## src/rtl/imem_loader.sv

```systemverilog
// -----------------------------------------------------------------------------
// imem_loader
//
// Host-side programmer for the CPU instruction memory external port. It takes
// an image of len words from a valid/ready stream and writes word k to
// BASE_ADDR+4*k. It then reads the image back and compares a modular sum of
// the readback against the sum of the words that were written. If the sums
// match, it raises cpu_enable until halt. If they differ, it parks in ERROR
// and exposes the readback sum.
//
// Ports
//   clk, arst_n        clock (rising edge), asynchronous active-low reset
//   start, len         one-cycle command pulse and image length in words
//   s_valid, s_data    instruction word stream input
//   s_ready            loader can accept a stream word this cycle
//   halt               leave RUN and drop cpu_enable
//   addr_ext, wen_ext, ren_ext, wdata_ext, rdata_ext
//                      instruction memory external port (byte address)
//   cpu_enable         CPU run enable, high only in RUN
//   busy               high while loading or verifying
//   error              high in ERROR
//   err_sum            readback sum captured on a checksum failure
// -----------------------------------------------------------------------------
module imem_loader #(
    parameter int                ADDR_W    = 64,
    parameter int                DATA_W    = 32,
    parameter int                CNT_W     = 10,
    parameter int                MAX_WORDS = 512,
    parameter logic [ADDR_W-1:0] BASE_ADDR = '0,
    parameter int                RD_LAT    = 1
) (
    input  logic              clk,
    input  logic              arst_n,
    input  logic              start,
    input  logic [CNT_W-1:0]  len,
    input  logic              s_valid,
    input  logic [DATA_W-1:0] s_data,
    output logic              s_ready,
    input  logic              halt,
    output logic [ADDR_W-1:0] addr_ext,
    output logic              wen_ext,
    output logic              ren_ext,
    output logic [DATA_W-1:0] wdata_ext,
    input  logic [DATA_W-1:0] rdata_ext,
    output logic              cpu_enable,
    output logic              busy,
    output logic              error,
    output logic [DATA_W-1:0] err_sum
);

    typedef enum logic [2:0] {
        S_IDLE   = 3'd0,
        S_LOAD   = 3'd1,
        S_VERIFY = 3'd2,
        S_RUN    = 3'd3,
        S_ERROR  = 3'd4
    } state_t;

    state_t              state_q,   state_d;
    logic [CNT_W-1:0]    len_q,     len_d;
    logic [CNT_W-1:0]    wr_cnt_q,  wr_cnt_d;
    logic [CNT_W-1:0]    rd_cnt_q,  rd_cnt_d;
    logic [DATA_W-1:0]   wsum_q,    wsum_d;
    logic [DATA_W-1:0]   rsum_q,    rsum_d;
    logic [DATA_W-1:0]   err_sum_q, err_sum_d;
    logic                wen_q,     wen_d;
    logic                ren_q,     ren_d;
    logic [ADDR_W-1:0]   addr_q,    addr_d;
    logic [DATA_W-1:0]   wdata_q,   wdata_d;
    logic                cpu_en_q,  cpu_en_d;
    // One bit per read in flight. Bit RD_LAT-1 is set in the cycle when
    // rdata_ext carries that read's data.
    logic [RD_LAT-1:0]   vld_pipe_q, vld_pipe_d;
    logic [RD_LAT:0]     vld_shift;

    logic                len_ok;
    logic                handshake;

    // Byte address of image word k.
    function automatic logic [ADDR_W-1:0] word_addr(input logic [CNT_W-1:0] k);
        return BASE_ADDR + ADDR_W'({k, 2'b00});
    endfunction

    assign len_ok    = (len != '0) && (len <= CNT_W'(MAX_WORDS));
    assign s_ready   = (state_q == S_LOAD) && (wr_cnt_q < len_q);
    assign handshake = s_valid && s_ready;

    always_comb begin
        state_d   = state_q;
        len_d     = len_q;
        wr_cnt_d  = wr_cnt_q;
        rd_cnt_d  = rd_cnt_q;
        wsum_d    = wsum_q;
        err_sum_d = err_sum_q;
        wen_d     = 1'b0;
        ren_d     = 1'b0;
        addr_d    = '0;
        wdata_d   = '0;

        // Accumulate returning read data wherever it lands.
        // Only VERIFY ever issues reads.
        rsum_d     = vld_pipe_q[RD_LAT-1] ? (rsum_q + rdata_ext) : rsum_q;
        vld_shift  = {vld_pipe_q, ren_q};
        vld_pipe_d = vld_shift[RD_LAT-1:0];

        unique case (state_q)
            S_IDLE, S_ERROR: begin
                if (start) begin
                    wr_cnt_d  = '0;
                    rd_cnt_d  = '0;
                    wsum_d    = '0;
                    rsum_d    = '0;
                    err_sum_d = '0;
                    if (len_ok) begin
                        state_d = S_LOAD;
                        len_d   = len;
                    end else begin
                        state_d = S_ERROR;
                    end
                end
            end

            S_LOAD: begin
                if (handshake) begin
                    wen_d    = 1'b1;
                    addr_d   = word_addr(wr_cnt_q);
                    wdata_d  = s_data;
                    wr_cnt_d = wr_cnt_q + 1'b1;
                    wsum_d   = wsum_q + s_data;
                end
                // wr_cnt reaches len in the cycle the last write is on the
                // port. VERIFY therefore starts in the following cycle.
                if (wr_cnt_q == len_q) begin
                    state_d = S_VERIFY;
                end
            end

            S_VERIFY: begin
                if (rd_cnt_q < len_q) begin
                    ren_d    = 1'b1;
                    addr_d   = word_addr(rd_cnt_q);
                    rd_cnt_d = rd_cnt_q + 1'b1;
                end else if (!ren_q && (vld_pipe_q == '0)) begin
                    // All reads are issued and their data has been summed.
                    if (rsum_q == wsum_q) begin
                        state_d = S_RUN;
                    end else begin
                        state_d   = S_ERROR;
                        err_sum_d = rsum_q;
                    end
                end
            end

            S_RUN: begin
                if (halt) begin
                    state_d = S_IDLE;
                end
            end

            default: begin
                state_d = S_IDLE;
            end
        endcase

        // Registered so that cpu_enable rises together with RUN and falls in
        // the cycle after halt.
        cpu_en_d = (state_d == S_RUN);
    end

    always_ff @(posedge clk or negedge arst_n) begin
        if (!arst_n) begin
            state_q    <= S_IDLE;
            len_q      <= '0;
            wr_cnt_q   <= '0;
            rd_cnt_q   <= '0;
            wsum_q     <= '0;
            rsum_q     <= '0;
            err_sum_q  <= '0;
            wen_q      <= 1'b0;
            ren_q      <= 1'b0;
            addr_q     <= '0;
            wdata_q    <= '0;
            cpu_en_q   <= 1'b0;
            vld_pipe_q <= '0;
        end else begin
            state_q    <= state_d;
            len_q      <= len_d;
            wr_cnt_q   <= wr_cnt_d;
            rd_cnt_q   <= rd_cnt_d;
            wsum_q     <= wsum_d;
            rsum_q     <= rsum_d;
            err_sum_q  <= err_sum_d;
            wen_q      <= wen_d;
            ren_q      <= ren_d;
            addr_q     <= addr_d;
            wdata_q    <= wdata_d;
            cpu_en_q   <= cpu_en_d;
            vld_pipe_q <= vld_pipe_d;
        end
    end

    assign addr_ext   = addr_q;
    assign wen_ext    = wen_q;
    assign ren_ext    = ren_q;
    assign wdata_ext  = wdata_q;
    assign cpu_enable = cpu_en_q;
    assign busy       = (state_q == S_LOAD) || (state_q == S_VERIFY);
    assign error      = (state_q == S_ERROR);
    assign err_sum    = err_sum_q;

endmodule

```

## config.mk

```make
export PLATFORM = sky130hd
export DESIGN_NAME = imem_loader
export DESIGN_NICKNAME = d
export VERILOG_FILES = /design/src/rtl/imem_loader.sv
export SDC_FILE = /design/constraint.sdc
export NUM_CORES = 1
export LEC_CHECK = 0
export ABC_AREA = 0
export BUFFER_PORTS_ARGS = -buffer_cell sky130_fd_sc_hd__buf_2
export CAP_MARGIN = 20
export CORE_MARGIN = 10
export CORE_UTILIZATION = 55
export CTS_BUF_LIST = sky130_fd_sc_hd__clkbuf_2
export CTS_CLUSTER_SIZE = 16
export DETAILED_ROUTE_END_ITERATION = 16
export GPL_TIMING_DRIVEN = 0
export PLACE_DENSITY = 0.88
export SLEW_MARGIN = 20
export SYNTH_ARGS = -nofsm -noshare
export SYNTH_HDL_FRONTEND = slang
export SYNTH_SLANG_ARGS = --single-unit
```

## constraint.sdc

```tcl
create_clock -name clk -period 3.2 [get_ports clk]
set_clock_uncertainty 0.15 [all_clocks]
set_input_delay 0.16 -clock clk [delete_from_list [all_inputs] [get_ports clk]]
set_output_delay 0.16 -clock clk [all_outputs]
set_load 0.02 [all_outputs]
```

==> results of run 1 <==
## power by group through the flow
stage / Sequential [uW] / Combinational, uW / Clock [uW]
detailed placement: 2960 / 3410 / 0
CTS: 2910 / 3650 / 1360
floorplan: 2900 / 2480 / 0
global placement: 2940 / 3290 / 0
global route: 2970 / 4210 / 1460
finish: 2940 / 3850 / 1380
## cell type report
| class | count | area [um^2] |
|---|---|---|
| diodes | 1 | 2.50 |
| flip-flops and latches | 175 | 4390 |
| multi-input cells | 1021 | 6480 |
| inverters | 33 | 125 |
| clock inverters | 13 | 186 |
| fillers | 1436 | 5700 |
| clock buffers | 19 | 95.1 |
| well taps | 270 | 338 |
| plain buffers | 112 | 632 |
| repair buffers | 304 | 2290 |
## synthesized netlist by cell type, types with 3 or more instances
master	number	area share
or3_1	5	0.0028
nor3_1	25	0.011
xnor2_1	35	0.027
o21bai_1	13	0.0086
a21oi_1	81	0.036
a2bb2oi_1	3	0.0023
nand3b_1	5	0.0033
and4_1	3	0.0023
o21ai_0	124	0.055
nor2_1	88	0.029
dfrtp_1	175	0.39
xor2_1	60	0.046
a31o_2	3	0.0023
a31oi_1	8	0.0044
buf_2	4	0.0018
mux2i_1	25	0.022
and2_1	37	0.020
a22o_1	8	0.0062
nand2_1	148	0.049
a211o_1	4	0.0031
a21o_1	27	0.018
buf_1	7	0.0023
ha_1	83	0.092
nor4_1	13	0.0072
buf_4	54	0.036
a211oi_1	13	0.0086
o311ai_0	4	0.0031
nand2b_1	6	0.0033
o31ai_1	3	0.0020
or2_2	6	0.0033
and3_1	15	0.0083
o21a_1	9	0.0060
clkbuf_1	47	0.016
nand4_1	23	0.013
nand3_1	53	0.023
inv_1	31	0.010
o211ai_1	5	0.0033
## worst max path at each step
stage	endpoint	cells past startpoint	slack, ps
5_1_grt	s_ready	6	-10
2_1_floorplan	rsum_q[16]$_DFF_PN0_	10	480
4_1_cts	rsum_q[16]$_DFF_PN0_	10	40
3_3_place_gp	rsum_q[8]$_DFF_PN0_	1	-890
3_5_place_dp	rsum_q[28]$_DFF_PN0_	10	-110
6_report	s_ready	6	80
## metal layers
| layer | track usage | vias up | share of wire |
|---|---|---|---|
| li1 | - | 5186 | - |
| met1 | 0.333 | 5355 | 0.38 |
| met2 | 0.445 | 684 | 0.48 |
| met3 | 0.0743 | 123 | 0.10 |
| met4 | 0.107 | 0 | 0.038 |
| met5 | 0 | - | 0 |
## critical path, stage by stage (launching register included)
cell	delay [ps]
dfrtp_2	510
ha_1	310
a21o_1	160
a21o_1	160
a2111oi_0	380
o21a_2	260
buf_2	190
## metrics by stage
| step | instance area [um^2] | instances | util |
|---|---|---|---|
| finish | 14500 | 1948 | 0.718 |
| global route | 14500 | 1948 | 0.718 |
| CTS | 14400 | 1943 | 0.713 |
| detailed placement | 12700 | 1769 | 0.628 |
| global placement | 12700 | 1768 | 0.626 |
| floorplan | 11500 | 1341 | - |
## state kept, by name, summed over array words and instances (netlist names)
register    count
addr_ext       10
wdata_ext      32
wsum_q         32
wen_ext         1
state_q         3
wr_cnt_q       10
ren_ext         1
vld_pipe_q      1
err_sum        32
len_q          10
cpu_enable      1
rsum_q         32
rd_cnt_q       10
## logic make-up (layout without fill, tap and decap cells)
group / after synthesis / count (layout) / synth area share
other: 1 / 55 / 0.000331
flip-flops: 175 / 175 / 0.386
adder cells (fa/ha/maj): 85 / 85 / 0.0951
XOR/XNOR: 95 / 95 / 0.0734
AO/OA/AOI/OAI: 324 / 324 / 0.172
multiplexers: 26 / 26 / 0.0231
buffers and inverters: 145 / 481 / 0.0664
AND/OR/NAND/NOR: 437 / 437 / 0.183
## what timing repair did
item                                   in CTS  in global routing
setup endpoints to repair                   4                 26
gates resized for setup                     2                 31
buffers inserted                            0                  4
endpoints found under the hold margin     298                  0
pin swaps                                   1                  1
hold buffers                              142                  0
==> impl_metrics.toml, run 1 <==
[run_status]
status = "finished, final reports clean"

[drt]
drt_wl_total_um = 37100
wire_per_inst_um = 19.1
ant_nets = 0
via_per_inst = 5.83
via_count = 11348
drt_iter0_drc = 1193
firstDrtPassIters = 9
drc = 0

[synthesis]
ys_seq_elements = 175
synth_seq_area_share = 0.386
synth.cell_area_um2 = 11300
yosysUniqueCellTypes = 61
synth_edf_count = 0
synthArstFlopShare = 1.00
synth_area_per_cell_um2 = 8.80
yosys_warnings = 0
yosys_most_used_dff = "dfrtp_1"
netlist_instances = 1288

[pwr]
switching_share = 0.437
internal-power_uw = 4600
power_frac_comb = 0.471
p_switching_uw = 3570
p_leak_uw = 0.00738
p_seq_frac = 0.360
power_uw = 8170
p_per_area_nw_per_um2 = 562
clock_power_share = 0.169
peakVddDrop_uv = 401

[worst_hold_path]
worst_hold_startpoint = "halt"
min_to = "state_q[1]$_DFF_PN0_"
whs_path_depth = 5
min_path_type = "input pin to flip-flop"

[global_route]
grt_max_degree = 99
antenna_found_initial = 1
grt.overflow.total = 0
grt_pass1_wl_um = 58500
grt_usage = 0.271
grt_pass1_vias = 11327

[place]
dp_slack_ps = -107
dpl.hpwl_um = 25900
io_buffers = 157
gp_congestion = 0.971

[cells_and_area]
area_delta_synth_final_pct = 28.2
drive_gt1_frac = 0.174
nets = 1828
mostFrequentLayoutCells = "dfrtp_1, buf_2, nand2_1, dlygate4sd3_1, o21ai_0"
layout_commonest_cell = "dfrtp_1"

[sta]
hold_ws_ps = 2.93
slew_violations = 0
worstMarginPinSlew_ps = 805
post-route-min-period_ps = 3120
fin_tns_setup_ps = 0
slew_headroom = 0.463
max_freq_mhz = 321
hold_viol = 0
setup_viol = 0
worst_slack_ps = 84.2
fin_crit_sh = 0.974

[clock_network]
htree_levels = 4
numCtsBuffers = 17
cts_tree = "done"
clkTransAtPathRegs_ps = 260
clockRootBuffer = "clkbuf_2"
cts_num_sinks = 175
cts.path.max_buffers = 2
worst_skew_pair.late_latency_ps = 840

[critical_path]
crit_path_start = "wr_cnt_q[7]$_DFFE_PN0P_"
timing.rr.start = "wsum_q[23]$_DFFE_PN0P_"
rr_endpoint = "wsum_q[30]$_DFFE_PN0P_"
worst_ep_required_time_ps = 2890
worstSetupPathType = "flip-flop to primary output"
start_kind = "flip-flop"
critPathMaxFanout = 4
reg2reg_depth = 10
crit_arrival_ps = 2810
rrSetupSlack_ps = 100
cp-end-kind = "primary output"

[floorplanning]
initial_core_util = 0.560
chipWidth_um = 164
die_y_um = 164
ioPinCount = 213
core_um2 = 20200
die_area_um2 = 26800
rows = 52

[run]
maxCapViolations = 0
Power figures use the tool's default switching activity.
==> run 2: changes to the inputs <==
Settings changed: CORE_ASPECT_RATIO from default to 1.75, MAX_ROUTING_LAYER from default to met4.
==> run 2 against run 1 <==
Net effect:
- wire length rose by 4.6%
- worst setup slack got worse by 25 ps
- via count is 0.54% higher
- combinational power is 1% higher
- core utilization is 1.0 points lower
- sequential power increased by 2%
- die area grew 0.85%
- cell count down 1.8%
- count of clock-buffer cells in the layout down 2
- largest cell class unchanged
- largest power group unchanged
==> impl_metrics.toml, run 2 (synthesis gave the netlist of run 1 again) <==
[clock_network]
numCtsBuffers = 17
cts_tree = "done"
clkTransAtPathRegs_ps = 270
cts_num_sinks = 175
htree_levels = 4
worst_skew_pair.late_latency_ps = 830
cts.path.max_buffers = 2
clockRootBuffer = "clkbuf_2"

[drt]
firstDrtPassIters = 5
via_per_inst = 5.96
drt_wl_total_um = 38800
drt_iter0_drc = 1121
wire_per_inst_um = 20.3
drc = 0
ant_nets = 0
via_count = 11409

[sta]
fin_crit_sh = 0.981
hold_ws_ps = 13.6
worstMarginPinSlew_ps = 723
post-route-min-period_ps = 3140
max_freq_mhz = 318
worst_slack_ps = 59.5
slew_violations = 0
setup_viol = 0
slew_headroom = 0.518
rsz0062_at_grt = "true"
hold_viol = 0

[place]
dp_slack_ps = -58.6
gp_congestion = 0.996
io_buffers = 157
dpl.hpwl_um = 28000

[critical_path]
slowest_stage = "dfrtp_2"
cp_top_family = "compound AO/OA/AOI/OAI gates"
cp_num_buf_inv = 0
critPathMaxFanout = 4
crit_arrival_ps = 3700
start_kind = "flip-flop"
slowest_delay_ps = 510
worst_ep_required_time_ps = 3760
cp-end-kind = "flip-flop"
worstSetupPathType = "flip-flop to flip-flop"
cp_cell_sequence = "ha_1 -> fa_1 -> a211oi_1 -> o21ai_1 -> a21oi_2 -> o21bai_2 -> a21oi_1 -> o21bai_1 -> and3b_1 -> o31a_1"

[global_route]
grt_pass1_wl_um = 61000
antenna_found_initial = 1
grt_pass1_vias = 11805
grt.overflow.total = 0
grt_max_degree = 93
grt_usage = 0.290

[pwr]
p_per_area_nw_per_um2 = 562
p_leak_uw = 0.00732
peakVddDrop_uv = 434

[cells_and_area]
fin_util = 0.708
mostFrequentLayoutCells = "dfrtp_1, buf_2, nand2_1, dlygate4sd3_1, o21ai_0"
n_fill_cell = 1486
nets = 1816
regArea_um2 = 4380
area_delta_synth_final_pct = 26.7
layout_commonest_cell = "dfrtp_1"
multi_input_area_um2 = 6500
drive_gt1_frac = 0.173

[floorplanning]
rows = 69
die_area_um2 = 27000
ioPinCount = 213
initial_core_util = 0.559
chipWidth_um = 129
die_y_um = 210
core_um2 = 20300

[worst_hold_path]
min_path_type = "input pin to flip-flop"

[run_status]
status = "finished, final reports clean"

[run]
maxCapViolations = 0
==> run 2: changes by cell type in the layout (fill, tap and decap cells not counted), sizes merged <==
cell         previous run  this run
clkinv                  6         7
inv                    35        36
clkinvlp                1         2
bufinv                  4         2
dlygate4sd3           141       131
clkbuf                 66        62
==> run 2: worst paths after layout <==
kind                                      from                 endpoint  slack, ps  cells after the start
setup / recovery           rsum_q[0]$_DFF_PN0_     rsum_q[16]$_DFF_PN0_         60                     10
hold / removal                      s_data[18]  wdata_ext[18]$_DFF_PN0_         10                      3
setup reg to reg           rsum_q[0]$_DFF_PN0_     rsum_q[16]$_DFF_PN0_         60                     10
hold reg to reg              ren_ext$_DFF_PN0_     vld_pipe_q$_DFF_PN0_        300                      0
max in group asynchronous               arst_n      rsum_q[1]$_DFF_PN0_       2170                      4
min in group asynchronous               arst_n    addr_ext[3]$_DFF_PN0_        280                      4
==> run 2: layout make-up <==
type,instances,area share
Antenna cell,1,0.000174
Buffer,111,0.0438
Clock buffer,17,0.00592
Clock inverter,14,0.00984
Inverter,33,0.00871
Multi-Input combinational cell,1021,0.452
Sequential cell,175,0.305
Tap cell,248,0.0216
Timing Repair Buffer,293,0.152
==> run 2: stage by stage <==
| stage | power [uW] | instances | cell area, um^2 | setup TNS, ps |
|---|---|---|---|---|
| 6_report | 8070 | 1913 | 14400 | 0 |
| 5_1_grt | 8560 | 1913 | 14400 | -10.6 |
| 4_1_cts | 7800 | 1909 | 14200 | 0 |
| 3_5_place_dp | 6470 | 1747 | 12700 | -118 |
| 3_3_place_gp | 6350 | 1746 | 12600 | -141700 |
| 2_1_floorplan | 5370 | 1341 | 11500 | 0 |
==> run 2: repair_timing <==
action                                  4_1_cts  5_1_grt
endpoints found under the setup margin        4       88
setup buffers                                 0        3
pin swaps                                     1        1
hold buffers                                131        1
resized for setup                             3       35
endpoints found under the hold margin       310        1
==> run 2: worst register-to-register path: cells and delay by family, from the launching register on <==
family,cells,cell delay [ps]
compound gates,7,1520
fa+ha+maj,2,660
flops,1,510
simple gates,1,210
==> run 2: per-layer routing <==
| layer | wire (um) | GRT usage | up-vias |
|---|---|---|---|
| li1 | - | - | 5172 |
| met1 | 13400 | 0.295 | 5455 |
| met2 | 20300 | 0.507 | 598 |
| met3 | 2450 | 0.0462 | 184 |
| met4 | 2750 | 0.179 | 0 |
| met5 | 0 | - | - |
==> run 2: power breakdown <==
part           internal [uW]  total [uW]  switching, uW  leakage [uW]
Clock                    356        1170            818      0.000136
Combinational           1520        3900           2370       0.00478
Sequential              2550        3000            441       0.00239
==> run 3: changes to the inputs <==
--- a/constraint.sdc
+++ b/constraint.sdc
@@ -4,2 +4,2 @@
 set_output_delay 0.16 -clock clk [all_outputs]
-set_load 0.02 [all_outputs]
+set_load 0.005 [all_outputs]
==> run 3 against run 2 <==
Net effect:
- total power fell by 2.2%
- wire length is 0.89% lower
- non-clock buffer count decreased by 1
- critical path type unchanged
- critical endpoint unchanged
==> impl_metrics.toml, run 3 (synthesis gave the netlist of run 1 again) <==
[sta]
fin_crit_sh = 0.981
slew_violations = 0
post-route-min-period_ps = 3140
rsz0062_at_grt = "true"
max_freq_mhz = 319
worstMarginPinSlew_ps = 719
slew_headroom = 0.521
hold_ws_ps = 24.6
setup_viol = 0
hold_viol = 0
worst_slack_ps = 61.6

[global_route]
grt_pass1_wl_um = 61000
met1_usage = 0.295
grt_use_met3 = 0.0462
antenna_found_initial = 1
grt.overflow.total = 0
top_usage_layer = "met2"
grt_max_degree = 93
grt_usage = 0.290
grt_pass1_vias = 11805
grtUsageMet2 = 0.507

[clock_network]
cts.path.max_buffers = 2
worst_skew_pair.late_latency_ps = 800
clockRootBuffer = "clkbuf_2"
clkTransAtPathRegs_ps = 260
cts_num_sinks = 175
cts_tree = "done"
numCtsBuffers = 17
htree_levels = 4

[place]
dpl.hpwl_um = 28000
place_area_um2 = 12700
gp_congestion = 0.996
io_buffers = 157
dp_slack_ps = -58.6

[critical_path]
crit_arrival_ps = 3690
start_kind = "flip-flop"
worstSetupPathType = "flip-flop to flip-flop"
cp_num_buf_inv = 0
cp_cell_sequence = "ha_1 -> fa_1 -> a211oi_1 -> o21ai_1 -> a21oi_2 -> o21bai_2 -> a21oi_1 -> o21bai_1 -> and3b_1 -> o31a_1"
slowest_stage = "dfrtp_2"
rrSetupSlack_ps = 60
cp-end-kind = "flip-flop"
slowest_delay_ps = 510
critPathMaxFanout = 4
worst_ep_required_time_ps = 3750
cp_top_family = "compound AO/OA/AOI/OAI gates"

[drt]
firstDrtPassIters = 5
drc = 0
via_count = 11390
drt_wl_total_um = 38500
wire_per_inst_um = 20.1
ant_nets = 0
via_per_inst = 5.96
drt_iter0_drc = 1028

[cells_and_area]
regArea_um2 = 4380
multi_input_area_um2 = 6480
area_delta_synth_final_pct = 26.5
drive_gt1_frac = 0.173
layout_commonest_cell = "dfrtp_1"
mostFrequentLayoutCells = "dfrtp_1, buf_2, nand2_1, dlygate4sd3_1, o21ai_0"
nets = 1815
fin_area_um2 = 14300
n_fill_cell = 1496

[pwr]
peakVddDrop_uv = 407
p_per_area_nw_per_um2 = 550
p_leak_uw = 0.00732

[floorplanning]
rows = 69
core_um2 = 20300
ioPinCount = 213
chipWidth_um = 129
initial_core_util = 0.559
die_area_um2 = 27000
die_y_um = 210

[worst_hold_path]
min_path_type = "input pin to flip-flop"

[run_status]
status = "finished, final reports clean"

[run]
maxCapViolations = 0
## run 3: through the flow
| step | total power, uW | std cells | utilization | TNS, ps |
|---|---|---|---|---|
| 2_1_floorplan | 5240 | 1341 | - | 0 |
| 3_3_place_gp | 6220 | 1746 | 0.623 | -141700 |
| 3_5_place_dp | 6340 | 1747 | 0.625 | -118 |
| 4_1_cts | 7660 | 1909 | 0.702 | 0 |
| 5_1_grt | 8400 | 1912 | 0.707 | -13.6 |
| 6_report | 7890 | 1912 | 0.707 | 0 |
## run 3: repair_timing
item                                    4_1_cts  5_1_grt
endpoints found under the setup margin        4       88
pin swaps                                     1        1
resized for setup                             3       34
setup buffers                                 0        3
hold buffers                                131        1
endpoints found under the hold margin       310        1
## run 3: area by class of cell
class / instances / area share
Multi-Input combinational cell: 1021 / 0.452
Antenna cell: 1 / 0.000175
Sequential cell: 175 / 0.306
Tap cell: 248 / 0.0216
Timing Repair Buffer: 293 / 0.152
Clock inverter: 14 / 0.00986
Inverter: 33 / 0.00873
Buffer: 110 / 0.0437
Clock buffer: 17 / 0.00593
## run 3: layer usage
metal | share of wire | up-vias
li1 | - | 5167
met1 | 0.34 | 5424
met2 | 0.52 | 606
met3 | 0.065 | 193
met4 | 0.071 | 0
met5 | 0 | -
## run 3: final timing paths
path                                      from                      end  cells past startpoint
min in group asynchronous               arst_n     len_q[4]$_DFFE_PN0P_                      4
max in group asynchronous               arst_n      rsum_q[1]$_DFF_PN0_                      4
hold / removal                      s_data[18]  wdata_ext[18]$_DFF_PN0_                      3
setup reg to reg           rsum_q[0]$_DFF_PN0_     rsum_q[16]$_DFF_PN0_                     10
setup / recovery           rsum_q[0]$_DFF_PN0_     rsum_q[16]$_DFF_PN0_                     10
hold reg to reg              ren_ext$_DFF_PN0_     vld_pipe_q$_DFF_PN0_                      0
## run 3: report_power, final
| part | switching, uW | internal, uW | total (uW) |
|---|---|---|---|
| sequential | 438 | 2550 | 2990 |
| clock | 809 | 356 | 1170 |
| combinational | 2220 | 1510 | 3730 |
| total | 3470 | 4420 | 7890 |
## run 3: worst register-to-register path, stage by stage, from the launching register on
cell      delay, ps
dfrtp_2         510
ha_1            220
fa_1            440
a211oi_1        320
o21ai_1         190
a21oi_2         250
o21bai_2        160
a21oi_1         180
o21bai_1        150
and3b_1         200
o31a_1          270
